<file path="config.mk">
export PLATFORM = sky130hd
export DESIGN_NAME = handshake_cdc_tx_flat
export DESIGN_NICKNAME = d
export VERILOG_FILES = /design/src/rtl/handshake_cdc_tx_if.sv /design/src/rtl/handshake_cdc_tx.sv /design/src/flat_wrapper.sv
export SDC_FILE = /design/constraint.sdc
export NUM_CORES = 1
export LEC_CHECK = 0
export ABC_AREA = 0
export CAP_MARGIN = 20
export CORE_UTILIZATION = 37
export CTS_CLUSTER_SIZE = 24
export DETAILED_ROUTE_END_ITERATION = 8
export PLACE_DENSITY = 0.86
export SYNTH_ARGS = -nofsm -noshare
export SYNTH_HDL_FRONTEND = slang
export SYNTH_SLANG_ARGS = --single-unit
</file>
<file path="constraint.sdc">
create_clock -name clk -period 1.8 [get_ports clk]
set_input_delay 0.36 -clock clk [delete_from_list [all_inputs] [get_ports clk]]
set_output_delay 0.36 -clock clk [all_outputs]
set_load 0.02 [all_outputs]
</file>
<file path="src/rtl/handshake_cdc_tx_if.sv">
// handshake_cdc_tx_if: word-transfer bundle between a source-domain user, the toggle sender and its remote receiver
// Ports: en, din, rx_ack_toggle flow into the sender (slave); busy, done, dropped, tx_data, tx_req_toggle flow out
interface handshake_cdc_tx_if #(parameter int WIDTH = 32);
    logic             en;
    logic [WIDTH-1:0] din;
    logic             busy;
    logic             done;
    logic             dropped;
    logic [WIDTH-1:0] tx_data;
    logic             tx_req_toggle;
    logic             rx_ack_toggle;
    modport master (output en, din, rx_ack_toggle, input busy, done, dropped, tx_data, tx_req_toggle);
    modport slave (input en, din, rx_ack_toggle, output busy, done, dropped, tx_data, tx_req_toggle);
endinterface

</file>
<file path="src/rtl/handshake_cdc_tx.sv">
// handshake_cdc_tx: sending endpoint of a toggle req/ack handshake carrying a WIDTH-bit word to another clock domain
// Ports: clk, rst (async, active high); b.en/b.din request a send; b.busy, b.done, b.dropped report status;
//        b.tx_data/b.tx_req_toggle go to the remote domain; b.rx_ack_toggle comes back asynchronously
module handshake_cdc_tx #(
    parameter int WIDTH       = 32,
    parameter int SYNC_STAGES = 3
) (
    input logic               clk,
    input logic               rst,
    handshake_cdc_tx_if.slave b
);
    typedef enum logic [1:0] {IDLE, WAIT_ACK, ACKED} state_t;
    state_t state;
    (* ASYNC_REG = "TRUE" *) logic [SYNC_STAGES-1:0] ack_sync;
    logic ack_pending;
    // the receiver still owes an echo of the current request toggle
    assign ack_pending = ack_sync[SYNC_STAGES-1] ^ b.tx_req_toggle;
    always_ff @(posedge clk or posedge rst) begin
        if (rst) begin
            state           <= IDLE;
            ack_sync        <= '0;
            b.busy          <= 1'b0;
            b.done          <= 1'b0;
            b.dropped       <= 1'b0;
            b.tx_data       <= {WIDTH{1'b0}};
            b.tx_req_toggle <= 1'b0;
        end else begin
            ack_sync  <= {ack_sync[SYNC_STAGES-2:0], b.rx_ack_toggle};
            b.done    <= 1'b0;
            b.dropped <= 1'b0;
            case (state)
                IDLE: begin
                    // a stale ack (remote not reset) blocks sending until it echoes the current toggle
                    if (b.en && ack_pending) b.dropped <= 1'b1;
                    else if (b.en) begin
                        b.tx_data       <= b.din;
                        b.tx_req_toggle <= ~b.tx_req_toggle;
                        b.busy          <= 1'b1;
                        state           <= WAIT_ACK;
                    end
                end
                WAIT_ACK: begin
                    // done wins over an en in the ack cycle so done and dropped never coincide
                    if (!ack_pending) begin
                        b.done <= 1'b1;
                        state  <= ACKED;
                    end else if (b.en) b.dropped <= 1'b1;
                end
                ACKED: begin
                    // busy stays high through the done cycle, so en there is refused
                    b.busy    <= 1'b0;
                    b.dropped <= b.en;
                    state     <= IDLE;
                end
                default: state <= IDLE;
            endcase
        end
    end
endmodule

</file>
<file path="src/flat_wrapper.sv">
// flat-port wrapper written by rule: the top's interface ports become plain ports
module handshake_cdc_tx_flat 
#(
    parameter int WIDTH       = 32,
    parameter int SYNC_STAGES = 3
)
  (clk, rst, b_en, b_din, b_rx_ack_toggle, b_busy, b_done, b_dropped, b_tx_data, b_tx_req_toggle);
  handshake_cdc_tx_if #(.WIDTH(WIDTH)) b_i ();
  input logic clk;
  input logic rst;
  input wire logic [$bits(b_i.en)-1:0] b_en;
  input wire logic [$bits(b_i.din)-1:0] b_din;
  input wire logic [$bits(b_i.rx_ack_toggle)-1:0] b_rx_ack_toggle;
  output wire logic [$bits(b_i.busy)-1:0] b_busy;
  output wire logic [$bits(b_i.done)-1:0] b_done;
  output wire logic [$bits(b_i.dropped)-1:0] b_dropped;
  output wire logic [$bits(b_i.tx_data)-1:0] b_tx_data;
  output wire logic [$bits(b_i.tx_req_toggle)-1:0] b_tx_req_toggle;
  assign b_i.en = b_en;
  assign b_i.din = b_din;
  assign b_i.rx_ack_toggle = b_rx_ack_toggle;
  assign b_busy = b_i.busy;
  assign b_done = b_i.done;
  assign b_dropped = b_i.dropped;
  assign b_tx_data = b_i.tx_data;
  assign b_tx_req_toggle = b_i.tx_req_toggle;
  handshake_cdc_tx #(.WIDTH(WIDTH), .SYNC_STAGES(SYNC_STAGES)) u_core (.clk(clk), .rst(rst), .b(b_i));
endmodule
</file>
==> key figures <==
Setup path
  • Worst setup path class: reg2reg
  • Worst r2r src: u_core.ack_sync[2]$_DFF_PP0_
  • Arr. time, crit path: 1900 ps
  • Critical Path Source: u_core.ack_sync[2]$_DFF_PP0_
  • Crit path required time: 1970 ps
  • Setup crit start kind: flop
  • CP Max Fanout: 19
  • Worst setup EP type: flop
  • Reg-to-reg slack, setup: 70 ps

Pwr
  • PwrDens: 1870 nW/um^2
  • Leakage: 1.19 nW
  • Design Power: 4.73 mW
  • Peak supply drop: 1.04 mV

Clock tree
  • Clk sinks: 41
  • TritonCTS Buffers: 5
  • Root buf cell: clkbuf_8
  • CTS tree: yes
  • Reg clk slew, reported paths: 80 ps
  • Clk_lat worst skew: 290 ps
  • Postcts setup bufs: 0
  • H-tree depth: 2
  • Clock buffer depth: 2
  • Hold_buf cts: 0

Routing
  • Vias per cell: 4.53
  • Post-route DRC: 0
  • Drt pass-1 iters: 4
  • Drt wl/cell: 14.4 um
  • DRT antenna net count: 0
  • Total Wirelength: 3220 um
  • Vias: 1,011
  • Iter 0 DRT Violations: 20

Global routing
  • Vias in the first global route: 1,048
  • Initial antenna violation count: 0
  • Total grt overflow: 0
  • Largest net degree at the start of global routing: 42
  • First-pass GRT wire length: 4970 um
  • GRT Util Overall: 0.150

Placement
  • Dpl cells: 215
  • HPWL after DPL: 2280 um
  • Pre-CTS setup slack: -419 ps
  • Gpl congestion: 0.739
  • Buffers added on ports: 71
  • Placed cell areas: 2430 um^2

Yosys
  • Primary FF master, synth: dfrtp_1
  • Share of the synthesized area in the top cell type: 0.618
  • Syn. warnings: 0
  • Leading area contributor after synthesis: dfrtp_1
  • Distinct cell type count after synthesis: 15
  • Async S/R FF share, synth: 1.00
  • Syn_nets: 127
  • Mapped Avg Cell Area: 18.2 um^2
  • Flops & latches, synth: 41
  • Register area share after synthesis: 0.618
  • Most common cell in the netlist: dfrtp_1
  • Post-synth EDFFs: 0
  • Syn Inst Count: 91
  • Post-Syn Area: 1660 um^2
  • Top cells by count, synth: dfrtp_1, mux2_4, buf_12, mux2_2
  • Area contributors post-synth: dfrtp_1, mux2_4, buf_12

Timing
  • Fin crit share: 0.960
  • Fmax: 578 MHz
  • Hold WS: 358 ps
  • TNS Setup: 0 ps
  • Rel. slew slack: 0.661
  • Max Slew Vio Count: 0
  • # setup viols final: 0
  • RSZ-0062 raised after global routing: no
  • Final Hold Fails: 0
  • Slew @ Worst Pin: 508 ps
  • Min cycle time layout: 1730 ps
  • Final WS setup: 71.2 ps
  • Clock skew: 3.20 ps

Finish
  • Finished Layout Cells: 223
  • Diodes inserted: 0
  • Layout cells sized above 1: 0.295
  • Area grow syn2layout: 52.6%
  • Post-route cell area: 2530 um^2
  • Post-layout nets: 208
  • Fin util: 0.611
  • Fillers: 311
  • Register area: 1030 um^2
  • Footprint of the multi-input gates: 566 um^2

Floorplanning
  • Die Y: 69.0 um
  • Die area: 4760 um^2
  • Core Area: 4140 um^2
  • Die width: 69.0 um
  • Rows: 23
  • Io pins: 72
  • Initial Util: 0.400

Run status
  • Status: complete, no violations

Run
  • Max-Cap Viols: 0

Hold path
  • Hold Path Class: reg2reg
  • Startpoint of the worst hold path: u_core.ack_sync[1]$_DFF_PP0_
## flip-flops by register name, summed over array words and instances, names as in the netlist
name and count:
u_core.ack_sync 3, u_core.b.dropped 1, u_core.b.tx_req_toggle 1, u_core.b.busy 1
u_core.b.done 1, u_core.state 2, u_core.b.tx_data 32
## power by group
part | switching, mW | internal, mW | leakage (nW)
logic | 1.04 | 1.51 | 0.655
clock network | 0.312 | 0.267 | 0.0439
registers | 0.249 | 1.36 | 0.486
total | 1.60 | 3.14 | 1.19
## metal layers
metal  vias to the layer above  wire, um  global-route usage
met1                       480      1390               0.181
met5                         -         0                   0
met4                         0        55              0.0536
li1                        473         -                   -
met3                         7       237              0.0559
met2                        51      1540               0.243
## worst max-delay path: stages, from the launching register on
cell	delay, ps
dfrtp_1	400
xor2_2	180
or4b_4	520
buf_12	200
mux2_4	310
## timing repair
item,4_1_cts,5_1_grt
endpoints found under the setup margin,32,1
gates resized for setup,2,1
cloned,0,0
## cells in the final DEF, fill, tap and decap left out, types with 2 or more instances in the layout
cell             netlist  final
clkbuf_8               0      5
a21oi_1                2      2
mux2_2                 3      3
clkinv_2               0      2
dfrtp_1               41     40
inv_1                  2      2
nand2_1                2      2
mux2_4                29     29
buf_4                  0      5
nor3b_1                2      2
clkdlybuf4s50_1        0     70
## worst paths after layout
path	endpoint	cells after the start
setup reg to reg	u_core.b.tx_data[10]$_DFFE_PP0P_	4
hold reg to reg	u_core.ack_sync[2]$_DFF_PP0_	0
setup / recovery	u_core.b.tx_data[10]$_DFFE_PP0P_	4
hold / removal	u_core.ack_sync[2]$_DFF_PP0_	0
max in group asynchronous	u_core.b.tx_req_toggle$_DFFE_PP0P_	3
min in group asynchronous	u_core.ack_sync[1]$_DFF_PP0_	3
## cells by family after synthesis
logic type,share of synthesized area
AO/OA/AOI/OAI,0.0121
XOR/XNOR,0.0106
buffers and inverters,0.0475
flip-flops,0.618
multiplexers,0.283
AND/OR/NAND/NOR,0.0287
## area by class of cell
| type | count | share of cell area |
|---|---|---|
| Timing Repair Buffer | 78 | 0.309 |
| Inverter | 2 | 0.00297 |
| Sequential cell | 41 | 0.406 |
| Clock inverter | 3 | 0.00692 |
| Tap cell | 50 | 0.0247 |
| Clock buffer | 5 | 0.0272 |
| Multi-Input combinational cell | 44 | 0.223 |
(Power assumes the default switching activity.)
